<file path="src/rtl/sys_ctrl_pkg.sv">
`default_nettype none
// +-----------------------------------------------------------------------+
// | sys_ctrl_pkg : shared state encoding and opcode constants for the      |
// |                system controller frame engine                          |
// | Revision 1.0                                                           |
// +-----------------------------------------------------------------------+
package sys_ctrl_pkg;

    typedef enum logic [3:0] {
        S_IDLE     = 4'd0,
        S_WR_ADDR  = 4'd1,
        S_WR_DATA  = 4'd2,
        S_RD_ADDR  = 4'd3,
        S_RD_CNT   = 4'd4,
        S_RD_REQ   = 4'd5,
        S_RD_SEND  = 4'd6,
        S_OP_A     = 4'd7,
        S_OP_B     = 4'd8,
        S_ALU_FN   = 4'd9,
        S_ALU_RUN  = 4'd10,
        S_ALU_SEND = 4'd11
    } state_t;

    localparam logic [7:0] OPC_WR       = 8'hAA;
    localparam logic [7:0] OPC_RD       = 8'hBB;
    localparam logic [7:0] OPC_ALU_OP   = 8'hCC;
    localparam logic [7:0] OPC_ALU_NOP  = 8'hDD;
    localparam logic [7:0] OPC_RD_BURST = 8'hEE;

    localparam int ALU_OPA_ADDR = 0;
    localparam int ALU_OPB_ADDR = 1;

    // States that wait on the next RX byte; only these may time out.
    function automatic logic is_byte_wait(input state_t s);
        return (s == S_WR_ADDR) || (s == S_WR_DATA) || (s == S_RD_ADDR) ||
               (s == S_RD_CNT)  || (s == S_OP_A)    || (s == S_OP_B)    ||
               (s == S_ALU_FN);
    endfunction

endpackage
`default_nettype wire

</file>
<file path="src/rtl/frame_timeout_cnt.sv">
`default_nettype none
// +-----------------------------------------------------------------------+
// | frame_timeout_cnt : idle-cycle counter, one-cycle expire pulse after   |
// |                     TMO_CYC enabled cycles without a clear             |
// | Revision 1.0                                                           |
// +-----------------------------------------------------------------------+
module frame_timeout_cnt #(
    parameter int TMO_CYC = 1023
) (
    input  logic clk_i,
    input  logic rst_ni,
    input  logic clr_i,
    input  logic en_i,
    output logic expire_o
);

    generate
        if (TMO_CYC == 0) begin : g_off
            logic w_unused;
            assign w_unused = clk_i ^ rst_ni ^ clr_i ^ en_i;
            assign expire_o = 1'b0;
        end else begin : g_on
            localparam int CW = $clog2(TMO_CYC + 1);
            logic [CW-1:0] cnt_q;

            always_ff @(posedge clk_i or negedge rst_ni) begin
                if (!rst_ni) begin
                    cnt_q <= '0;
                end else if (clr_i) begin
                    cnt_q <= '0;
                end else if (en_i) begin
                    cnt_q <= cnt_q + 1'b1;
                end
            end

            // Fires on the TMO_CYC-th consecutive idle cycle.
            assign expire_o = en_i & ~clr_i & (cnt_q == CW'(TMO_CYC - 1));
        end
    endgenerate

endmodule
`default_nettype wire

</file>
<file path="src/rtl/sys_ctrl_frame_engine.sv">
`default_nettype none
// +-----------------------------------------------------------------------+
// | sys_ctrl_frame_engine : decodes RX command frames, drives RegFile and  |
// |                         ALU, streams results into the TX async FIFO    |
// | Revision 1.0                                                           |
// +-----------------------------------------------------------------------+
module sys_ctrl_frame_engine
    import sys_ctrl_pkg::*;
#(
    parameter int DATA_W  = 8,
    parameter int ADDR_W  = 4,
    parameter int ALU_W   = 16,
    parameter int TMO_CYC = 1023
) (
    input  logic              CLK,
    input  logic              RST,
    input  logic [DATA_W-1:0] RX_P_DATA,
    input  logic              RX_D_VLD,
    input  logic              FIFO_FULL,
    output logic [DATA_W-1:0] TX_P_DATA,
    output logic              TX_D_VLD,
    output logic [ADDR_W-1:0] Address,
    output logic              WrEn,
    output logic              RdEn,
    output logic [DATA_W-1:0] WrData,
    input  logic [DATA_W-1:0] RdData,
    input  logic              RdData_Valid,
    output logic [3:0]        ALU_FUN,
    output logic              ALU_EN,
    output logic              CLK_Gate_EN,
    input  logic [ALU_W-1:0]  ALU_OUT,
    input  logic              ALU_OUT_Valid,
    output logic              FRM_ERR
);

    localparam int NB    = ALU_W / DATA_W;
    localparam int IDX_W = (NB > 1) ? $clog2(NB) : 1;
    localparam int CNT_W = DATA_W + 1;

    generate
        if (ALU_W % DATA_W != 0) begin : g_bad_alu_w
            $error("ALU_W must be a multiple of DATA_W");
        end
    endgenerate

    state_t              state_q, state_d;
    logic [ADDR_W-1:0]   addr_q, addr_d;
    logic [CNT_W-1:0]    cnt_q, cnt_d;
    logic                burst_q, burst_d;
    logic [3:0]          fun_q, fun_d;
    logic [DATA_W-1:0]   rdat_q, rdat_d;
    logic [ALU_W-1:0]    res_q, res_d;
    logic [IDX_W-1:0]    idx_q, idx_d;

    logic                wren_q, wren_d;
    logic [ADDR_W-1:0]   wr_addr_d;
    logic [DATA_W-1:0]   wrdata_q, wrdata_d;
    logic [ADDR_W-1:0]   address_q, address_d;
    logic                rden_q;
    logic                alu_en_q;
    logic [3:0]          alu_fun_q;
    logic                cg_q;
    logic                frm_err_q, frm_err_d;

    logic                w_wait;
    logic                w_tmo_expire;
    logic                w_tx_state;
    logic [DATA_W-1:0]   w_alu_byte;

    assign w_wait = is_byte_wait(state_q);

    // Every entry into a byte-wait state coincides with an RX strobe, so
    // clearing on strobe or outside wait states also covers state entry.
    frame_timeout_cnt #(
        .TMO_CYC (TMO_CYC)
    ) u_tmo (
        .clk_i    (CLK),
        .rst_ni   (RST),
        .clr_i    (RX_D_VLD | ~w_wait),
        .en_i     (w_wait),
        .expire_o (w_tmo_expire)
    );

    always_comb begin
        state_d   = state_q;
        addr_d    = addr_q;
        cnt_d     = cnt_q;
        burst_d   = burst_q;
        fun_d     = fun_q;
        rdat_d    = rdat_q;
        res_d     = res_q;
        idx_d     = idx_q;
        wren_d    = 1'b0;
        wr_addr_d = '0;
        wrdata_d  = '0;
        frm_err_d = 1'b0;

        case (state_q)
            S_IDLE: begin
                if (RX_D_VLD) begin
                    if (RX_P_DATA == DATA_W'(OPC_WR)) begin
                        state_d = S_WR_ADDR;
                    end else if (RX_P_DATA == DATA_W'(OPC_RD)) begin
                        state_d = S_RD_ADDR;
                        burst_d = 1'b0;
                    end else if (RX_P_DATA == DATA_W'(OPC_RD_BURST)) begin
                        state_d = S_RD_ADDR;
                        burst_d = 1'b1;
                    end else if (RX_P_DATA == DATA_W'(OPC_ALU_OP)) begin
                        state_d = S_OP_A;
                    end else if (RX_P_DATA == DATA_W'(OPC_ALU_NOP)) begin
                        state_d = S_ALU_FN;
                    end else begin
                        frm_err_d = 1'b1;
                    end
                end
            end
            S_WR_ADDR: begin
                if (RX_D_VLD) begin
                    addr_d  = RX_P_DATA[ADDR_W-1:0];
                    state_d = S_WR_DATA;
                end
            end
            S_WR_DATA: begin
                if (RX_D_VLD) begin
                    wren_d    = 1'b1;
                    wr_addr_d = addr_q;
                    wrdata_d  = RX_P_DATA;
                    state_d   = S_IDLE;
                end
            end
            S_RD_ADDR: begin
                if (RX_D_VLD) begin
                    addr_d = RX_P_DATA[ADDR_W-1:0];
                    if (burst_q) begin
                        state_d = S_RD_CNT;
                    end else begin
                        cnt_d   = CNT_W'(1);
                        state_d = S_RD_REQ;
                    end
                end
            end
            S_RD_CNT: begin
                if (RX_D_VLD) begin
                    // A zero count byte requests the full 2^DATA_W burst.
                    cnt_d   = (RX_P_DATA == '0) ? CNT_W'(1 << DATA_W)
                                                : {1'b0, RX_P_DATA};
                    state_d = S_RD_REQ;
                end
            end
            S_RD_REQ: begin
                if (RdData_Valid) begin
                    rdat_d  = RdData;
                    state_d = S_RD_SEND;
                end
            end
            S_RD_SEND: begin
                if (!FIFO_FULL) begin
                    addr_d  = addr_q + 1'b1;
                    cnt_d   = cnt_q - 1'b1;
                    state_d = (cnt_q == CNT_W'(1)) ? S_IDLE : S_RD_REQ;
                end
            end
            S_OP_A: begin
                if (RX_D_VLD) begin
                    wren_d    = 1'b1;
                    wr_addr_d = ADDR_W'(ALU_OPA_ADDR);
                    wrdata_d  = RX_P_DATA;
                    state_d   = S_OP_B;
                end
            end
            S_OP_B: begin
                if (RX_D_VLD) begin
                    wren_d    = 1'b1;
                    wr_addr_d = ADDR_W'(ALU_OPB_ADDR);
                    wrdata_d  = RX_P_DATA;
                    state_d   = S_ALU_FN;
                end
            end
            S_ALU_FN: begin
                if (RX_D_VLD) begin
                    fun_d   = RX_P_DATA[3:0];
                    state_d = S_ALU_RUN;
                end
            end
            S_ALU_RUN: begin
                if (ALU_OUT_Valid) begin
                    res_d   = ALU_OUT;
                    idx_d   = '0;
                    state_d = S_ALU_SEND;
                end
            end
            S_ALU_SEND: begin
                if (!FIFO_FULL) begin
                    if (idx_q == IDX_W'(NB - 1)) begin
                        state_d = S_IDLE;
                    end else begin
                        idx_d = idx_q + 1'b1;
                    end
                end
            end
            default: state_d = S_IDLE;
        endcase

        // Expiry is masked by an RX strobe, so no write can be pending here.
        if (w_tmo_expire) begin
            state_d   = S_IDLE;
            frm_err_d = 1'b1;
        end
    end

    always_comb begin
        address_d = '0;
        if (wren_d) begin
            address_d = wr_addr_d;
        end else if (state_d == S_RD_REQ) begin
            address_d = addr_d;
        end
    end

    always_ff @(posedge CLK or negedge RST) begin
        if (!RST) begin
            state_q   <= S_IDLE;
            addr_q    <= '0;
            cnt_q     <= '0;
            burst_q   <= 1'b0;
            fun_q     <= '0;
            rdat_q    <= '0;
            res_q     <= '0;
            idx_q     <= '0;
            wren_q    <= 1'b0;
            wrdata_q  <= '0;
            address_q <= '0;
            rden_q    <= 1'b0;
            alu_en_q  <= 1'b0;
            alu_fun_q <= '0;
            cg_q      <= 1'b0;
            frm_err_q <= 1'b0;
        end else begin
            state_q   <= state_d;
            addr_q    <= addr_d;
            cnt_q     <= cnt_d;
            burst_q   <= burst_d;
            fun_q     <= fun_d;
            rdat_q    <= rdat_d;
            res_q     <= res_d;
            idx_q     <= idx_d;
            wren_q    <= wren_d;
            wrdata_q  <= wrdata_d;
            address_q <= address_d;
            rden_q    <= (state_d == S_RD_REQ);
            alu_en_q  <= (state_d == S_ALU_RUN);
            alu_fun_q <= (state_d == S_ALU_RUN) ? fun_d : 4'd0;
            cg_q      <= (state_d == S_ALU_FN) || (state_d == S_ALU_RUN) ||
                         (state_d == S_ALU_SEND);
            frm_err_q <= frm_err_d;
        end
    end

    // TX strobe stays combinational so FIFO_FULL gates it in the same cycle.
    assign w_alu_byte = res_q[int'(idx_q)*DATA_W +: DATA_W];
    assign w_tx_state = (state_q == S_RD_SEND) || (state_q == S_ALU_SEND);
    assign TX_D_VLD   = w_tx_state & ~FIFO_FULL;
    assign TX_P_DATA  = !TX_D_VLD ? '0 :
                        (state_q == S_RD_SEND) ? rdat_q : w_alu_byte;

    assign WrEn        = wren_q;
    assign WrData      = wrdata_q;
    assign Address     = address_q;
    assign RdEn        = rden_q;
    assign ALU_EN      = alu_en_q;
    assign ALU_FUN     = alu_fun_q;
    assign CLK_Gate_EN = cg_q;
    assign FRM_ERR     = frm_err_q;

endmodule
`default_nettype wire

</file>
<file path="config.mk">
export PLATFORM = sky130hd
export DESIGN_NAME = sys_ctrl_frame_engine
export DESIGN_NICKNAME = d
export VERILOG_FILES = /design/src/rtl/sys_ctrl_pkg.sv /design/src/rtl/frame_timeout_cnt.sv /design/src/rtl/sys_ctrl_frame_engine.sv
export SDC_FILE = /design/constraint.sdc
export NUM_CORES = 1
export LEC_CHECK = 0
export CELL_PAD_IN_SITES_DETAIL_PLACEMENT = 0
export CELL_PAD_IN_SITES_GLOBAL_PLACEMENT = 1
export CORE_ASPECT_RATIO = 1.25
export CORE_UTILIZATION = 49
export CTS_CLUSTER_DIAMETER = 30
export DETAILED_ROUTE_END_ITERATION = 8
export DONT_BUFFER_PORTS = 1
export GPL_ROUTABILITY_DRIVEN = 1
export PLACE_DENSITY_LB_ADDON = 0.2
export SLEW_MARGIN = 20
export SYNTH_ARGS = -nofsm -noshare
export SYNTH_HDL_FRONTEND = slang
export SYNTH_SLANG_ARGS = --single-unit
</file>
<file path="constraint.sdc">
create_clock -name CLK -period 2.2 [get_ports CLK]
set_input_delay 0.44 -clock CLK [delete_from_list [all_inputs] [get_ports CLK]]
set_output_delay 0.44 -clock CLK [all_outputs]
set_load 0.01 [all_outputs]
</file>
==> results of run 1 <==
## layout make-up
class	instances	share of cell area, %
Clock buffer	11	3.10
Clock inverter	4	1.43
Inverter	19	1.74
Multi-Input combinational cell	292	42.0
Sequential cell	78	40.0
Tap cell	97	2.48
Timing Repair Buffer	52	9.24
## logic make-up after synthesis
family,Yosys count
simple gates,142
compound gates,101
flops,78
buf+inv,44
mux,35
xor+xnor,9
fa+ha+maj,5
## layer usage
layer / vias up / GRT usage (%) / routed length [um]
li1: 1554 / - / -
met1: 1642 / 28.4 / 4230
met2: 97 / 41.6 / 5270
met5: - / 0 / 0
met3: 21 / 6.08 / 575
met4: 0 / 13.2 / 279
## cells in the mapped netlist, drive strengths merged (2+ instances only)
master | instances | area share, %
a211oi | 11 | 2.0
a21boi | 2 | 0.36
a21o | 3 | 0.57
a21oi | 18 | 2.3
a221oi | 3 | 0.63
a22oi | 3 | 0.54
a2bb2oi | 2 | 0.42
a31oi | 6 | 0.90
a32oi | 4 | 0.84
and2 | 11 | 1.7
and3 | 2 | 0.30
and4bb | 2 | 0.60
buf | 10 | 2.1
clkbuf | 15 | 1.8
dfrtp | 78 | 47
ha | 5 | 1.5
inv | 18 | 1.6
mux2 | 27 | 7.3
mux2i | 8 | 1.9
nand2 | 28 | 2.5
nand2b | 3 | 0.45
nand3 | 13 | 1.6
nand4 | 6 | 0.90
nor2 | 44 | 4.0
nor2b | 10 | 1.7
nor3 | 9 | 1.4
nor4 | 4 | 0.96
o211ai | 3 | 0.54
o21a | 2 | 0.36
o21ai | 27 | 3.3
o22a | 2 | 0.45
o31ai | 5 | 0.90
or2 | 2 | 0.36
or3 | 2 | 0.30
xnor2 | 2 | 0.42
xor2 | 7 | 1.5
## state kept, by name, summed over array words and instances (netlist names), 8 cells and up
signal,count
rdat_q,8
WrData,8
res_q,16
cnt_q,9
u_tmo.g_on.cnt_q,10
## stage by stage
step           util, %  instance area, um^2  total power, mW  instances
5_1_grt           59.3                 4890             5.62        553
3_5_place_dp      53.5                 4410             3.85        524
6_report          59.3                 4890             5.31        553
2_1_floorplan        -                 4150             3.28        414
3_3_place_gp      53.5                 4410             3.84        524
4_1_cts           57.4                 4730             5.18        548
## worst max-delay path by stage
stage / start / endpoint / slack, ps
2_1_floorplan: state_q[0] / TX_P_DATA[0] / 2
3_3_place_gp: state_q[2] / ALU_FUN[1] / 20
3_5_place_dp: state_q[2] / ALU_FUN[0] / -60
4_1_cts: state_q[3] / TX_P_DATA[0] / -40
5_1_grt: state_q[3] / TX_P_DATA[2] / -110
6_report: state_q[2] / ALU_FUN[1] / -30
## report_power, final
| part | total [mW] | switching, mW | internal, mW | leakage (nW) |
|---|---|---|---|---|
| clock | 1.20 | 0.509 | 0.691 | 0.115 |
| sequential | 2.01 | 0.271 | 1.73 | 1.06 |
| combinational | 2.10 | 1.09 | 1.01 | 0.995 |
## what timing repair did
action | in CTS | in global routing
hold endpoints to repair | 78 | 78
cloned | 1 | 1
resized for setup | 11 | 26
setup endpoints to repair | 13 | 19
pin swaps | 2 | 3
buffers inserted | 8 | 4
## worst max-delay path, delay by kind of cell, from the launching register on
kind,cells,cell delay [ps]
simple gates,4,950
buf+inv,2,270
compound gates,2,490
flops,1,470
==> metrics list, run 1 <==
- The run finished, with violations left.
- Violated checks: DRC, hold timing, setup timing
- Crit path setup slack, layout: -28.5 ps
- By area, the combinational part of the netlist is dominated by simple AND/OR/NAND/NOR gates.
- The number of endpoints with negative hold slack in the final report came to 78.
* Initial core utilization: 50.4%
- Syn Nets: 457
- The worst setup path is captured at a flop.
* Required time reported for the critical path endpoint: 2500 ps
- The number of antenna violations at the first check in global routing came to 0.
- The count of buffers added on input and output ports is 0.
- Flop and latch count out of synthesis: 78
* Summed negative setup slack over all endpoints: -144 ps
- Of the total synthesized cell area, the portion taken by XOR and XNOR cells is 1.90%.
- The first global-routing pass estimated 16,800 um of wire.
- Worst-path cell with the longest stage delay: sky130_fd_sc_hd__or4b_4
- Die Outline Area: 8850 um^2
* Number of placement rows: 37
- Traced cell by cell, the critical path runs through buf_6, buf_12, and3b_1, nand4_1, a211o_1, a21oi_2, or4b_4, nor2b_2.
* Path category of the worst min-delay check: in -> async
- Final setup violating endpoints: 9
- Avg Vias per Cell: 5.99
- Number of buffers inserted during clock tree synthesis: 9
- Leaving out fill and tap cells, the most frequent cell in the layout is sky130_fd_sc_hd__dfrtp_1.
- Synth warn: 0
- Count of nets after finishing: 495
* Later-pin clock latency in the skew report: 360 ps
- In this run the vertical extent of the chip is 105 um.
- Root cell of the clock tree: sky130_fd_sc_hd__clkbuf_8
- Once detail routing completed, the nets flagged for antenna violations numbered 0.
- The filler cells instantiated in the layout total 728.
* Pre-CTS setup slack: -57.2 ps
- Count of inserted antenna diode cells: 0
* CP Launch Type: flop
* Clock period minus final worst setup slack: 2230 ps
- Largest buffer count on any clock path: 2
* Signed area change from the synthesized netlist to the final layout: 17.7%
- In this run the critical register-to-register path is captured at ALU_FUN[1].
- In this run, synthesis inferred 0 flip-flops with an integrated enable.
* Number of pins exceeding their max-slew limit in the final report: 0
* Avg Inst Size Synth: 10.0 um^2
- Gate count of the mapped netlist: 414
- In the final layout, the share of cells above drive strength 1 is 30.3%.
* Tightest Pin Transition: 563 ps
* # IOs: 68
- Post-synthesis sequential area ratio: 47.0%
- Highest clock rate: 449 MHz
- After detailed routing, the number of remaining DRC violations is 4.
- The critical path is of the reg -> reg type.
* Final worst-path cycle share: 101%
- The clock net in this run drives a total of 78 sinks.
* Fraction of the mapped netlist area in compound gates: 16.2%
* All-layer global routing usage: 24.5%
- In this run the worst path has a maximum fanout of 8.
- Die width: 84.4 um
- Area of the core: 8240 um^2
- After detailed routing, the average wire length per cell comes to 18.7 um.
* Number of global-route vias before repair: 3,475
* Minimum hold slack: -235 ps
* RD Place Congestion: 0.883
- Aggregate global routing overflow: 0
* Adder and majority cell fraction of the synthesized area: 1.51%
- TritonCTS built the clock tree.
- Yosys mapped the design onto 68 distinct sky130hd cell types.
- Critical R2R Launch: state_q[2]
- Post-synth ARST share: 100%
* Final clock skew: 11.4 ps
- Multiplexer share of the synthesized area: 9.25%
- Data arrives at the worst endpoint at 2520 ps.
* Sequential cell area: 1960 um^2
- Summed over all layers, the routed wires come to 10,400 um.
- Top flip-flop cell by instance count after synthesis: sky130_fd_sc_hd__dfrtp_1
- Netlist Area Pre-Place: 4150 um^2
- P per Cell Area: 1090 nW/um^2
* Max_slew headroom: 62.2%
- DRC marker count from the first detailed-route iteration: 235
- Across the VDD grid, the largest voltage drop is 0.000522 V.
- Across the run, the number of max-cap violations was 0.
* Vias: 3,314
- Unrepaired setup endpoints after global routing: yes
- In the final layout, the multi-input gates occupy 2050 um^2.
- Worst-path clk slew: 80 ps
- The H-tree generated during clock tree synthesis spans 3 levels.
- Setup slack of the worst register-to-register path: -30 ps
- Total iterations of the first detailed-routing run: 7
* Length in cells of the worst reg-to-reg path: 8
- Total half-perimeter wirelength after legalization and detailed placement: 7110 um
- Slowest cell delay on critical path: 540 ps
* Most used cells in the layout excluding fill and tap cells: sky130_fd_sc_hd__dfrtp_1 (75), sky130_fd_sc_hd__buf_4 (44), sky130_fd_sc_hd__nor2_1 (38)
* Leakage power figure: 2.17 nW
- Largest net degree at the start of global routing: 79
- Synthesized-area fraction occupied by and/or/nand/nor cells: 18.2%
Power figures use the tool's default switching activity.
==> inputs of run 2 (changes only) <==
--- a/config.mk
+++ b/config.mk
@@ -7,7 +7,7 @@
 export LEC_CHECK = 0
 export CELL_PAD_IN_SITES_DETAIL_PLACEMENT = 0
 export CELL_PAD_IN_SITES_GLOBAL_PLACEMENT = 1
-export CORE_ASPECT_RATIO = 1.25
+export CORE_ASPECT_RATIO = 1.4
 export CORE_UTILIZATION = 49
 export CTS_CLUSTER_DIAMETER = 30
 export DETAILED_ROUTE_END_ITERATION = 8
==> metrics list, run 2 (synthesis results as in run 1) <==
- Die span in y: 111 um
- Initial antenna violation count: 0
* WL/cell: 19.0 um
* Vias: 3,336
* CP Launch Type: flop
- In the layout the commonest cells are sky130_fd_sc_hd__dfrtp_1 (75), sky130_fd_sc_hd__buf_4 (47), sky130_fd_sc_hd__nor2_1 (42).
- Max_slew headroom: 61.8%
- On the critical path, the stage with the largest delay is an instance of sky130_fd_sc_hd__dfrtp_2.
- Timing analysis after detailed placement gives a worst setup slack of -7.84 ps.
* Startpoint-to-endpoint class of the critical path: reg -> out
* Run status: finished, violations left
- After clock tree synthesis, the clock-pin slew on the worst setup and hold paths is 60 ps.
* Data arrival time of the critical path: 1750 ps
- Number of global-route vias before repair: 3,523
- Root cell of the clock tree: sky130_fd_sc_hd__clkbuf_16
* Area of the core: 8200 um^2
- Setup repair after global routing could not meet its margin everywhere.
* Path category of the worst min-delay check: in -> async
* Number of buffers inserted during clock tree synthesis: 9
- Wires add up to 10,700 um.
* Most common cell after layout, fill and taps aside: sky130_fd_sc_hd__dfrtp_1
* Die width: 79.8 um
* Tightest Pin Transition: 571 ps
- All-layer global routing usage: 25.8%
* DRC marker count from the first detailed-route iteration: 190
- The largest single stage delay on the critical path is 420 ps.
- The count of pins over their slew limit is 0.
- In this design, the largest share of critical-path delay is due to buffers and inverters.
- The count of nets left with antenna violations once routing finished came out at 0.
- Cells along the critical path: clkinvlp_4, nor2_4, nand2_1, o21ai_1, nand3_1, buf_6, a211oi_2, buf_4
* Count of nets after finishing: 498
- TritonCTS built the clock tree.
- Clock latency on the worst-skew pair, taken at its later pin, is 350 ps.
- In the global route stage, met1 resource usage came out at 28.9%.
- Buffer and inverter count on the worst path: 3
- Biggest regs: res_q (16), u_tmo.g_on.cnt_q (10), cnt_q (9)
- The clock arrives with 10.4 ps of skew.
* Total of max-cap violations: 0
- Crit path setup slack, layout: 8.41 ps
- Based on the critical path, the design can be clocked at up to 456 MHz.
* Violated checks: hold timing
* Max FFs per register: 16
* Count of buffers from port buffering: 0
* Cell area after layout: 5010 um^2
- For met3 alone, demand over resource in global routing was 8.31%.
- Top register by number of flip-flops: res_q
- Global routing finished with a remaining overflow of 0.
- For this run, design rule violations remaining after detail routing come to 0.
- Required time reported for the critical path endpoint: 1760 ps
- Final worst-path cycle share: 99.6%
- The area growth from synthesis to layout is 20.7%.
* P per Cell Area: 1150 nW/um^2
- Total placed instance area: 4460 um^2
- The worst path needs 2190 ps of the cycle, external delays included.
* Initial core utilization: 50.7%
* Number of sinks on the clock net: 78
- First-pass GRT wire length: 17,400 um
- IR drop worst, VDD: 0.000608 V
- Global routing consumed, on the met2 layer, 43.1% of the routing resources.
- Avg Vias per Cell: 5.94
- During I/O placement, the number of pins put on the boundary was 68.
- STA classifies the critical path endpoint as an output port.
- Largest buffer count on any clock path: 2
* Final Hold Fails: 78
* Final setup violating endpoints: 0
* Number of placement rows: 39
* Peak-usage layer in the global routing report: met2
- The tightest hold path in the finished design has a slack of -217 ps.
- Count of inserted antenna diode cells: 0
- The congestion estimate from routability-driven global placement came to 0.916.
- Detailed placement finished with a half-perimeter wire length of 7540 um.
- The die covers 8850 um^2.
* Total iterations of the first detailed-routing run: 4
* Largest net degree at the start of global routing: 79
- Share of post-route cells with drive strength above 1: 30.2%
* H-Tree Level Count: 3
* Leakage power figure: 2.20 nW
- Top fanout value on the critical path: 9
[run 2: routing by layer]
layer	wire length, um	part of all wire, %	vias to the layer above
met5	0	0	-
met2	5540	52	102
met3	688	6.5	27
met1	4100	38	1644
met4	333	3.1	0
li1	-	-	1563
[run 2: stage by stage]
step | power (mW) | util [%] | std cells | setup TNS [ps]
3_5_place_dp | 3.89 | 54.4 | 533 | -8.85
6_report | 5.76 | 61.1 | 562 | 0
3_3_place_gp | 3.86 | 54.4 | 533 | 0
4_1_cts | 5.61 | 59.8 | 557 | 0
5_1_grt | 6.09 | 61.1 | 562 | -469
2_1_floorplan | 3.28 | - | 414 | 0
[run 2: cell type report]
class | count | area (um^2)
Clock buffer | 10 | 239
Clock inverter | 6 | 85.1
Fill cell | 699 | 3190
Inverter | 19 | 88.8
Multi-Input combinational cell | 292 | 2060
Sequential cell | 78 | 1960
Tap cell | 102 | 128
Timing Repair Buffer | 55 | 460
[run 2: report_power, final]
part | switching (mW) | leakage, nW | internal (mW)
clock network | 0.582 | 0.154 | 1.02
logic | 1.14 | 0.990 | 1.02
registers | 0.259 | 1.06 | 1.74
total | 1.98 | 2.20 | 3.78
[run 2: what timing repair did]
action                                  in CTS  in global routing
hold endpoints to repair                    78                 78
gates resized for setup                     16                 19
buffers inserted                             7                  5
gates cloned                                 1                  1
endpoints found under the setup margin      11                 21
pin swaps                                    1                  3
[run 2: path summary, 6_finish.rpt]
path	startpoint	slack (ps)	cells after the start	endpoint
worst max-delay path	state_q[0]	8	8	TX_P_DATA[1]
worst min-delay path	RST	-220	0	cnt_q[3]
worst max register to register	state_q[2]	70	7	ALU_FUN[3]
worst min register to register	fun_q[2]	490	1	fun_q[2]
max in group asynchronous	RST	2270	0	state_q[1]
min in group CLK	RX_P_DATA[3]	220	1	WrData[3]
[run 2: worst register-to-register path: stages (launching register included)]
cell and delay, ps:
sky130_fd_sc_hd__dfrtp_2 440, sky130_fd_sc_hd__buf_4 160, sky130_fd_sc_hd__or3_1 360, sky130_fd_sc_hd__a22oi_2 170, sky130_fd_sc_hd__o21ai_2 120, sky130_fd_sc_hd__a21oi_2 140, sky130_fd_sc_hd__or4b_4 540, sky130_fd_sc_hd__nor2b_2 140
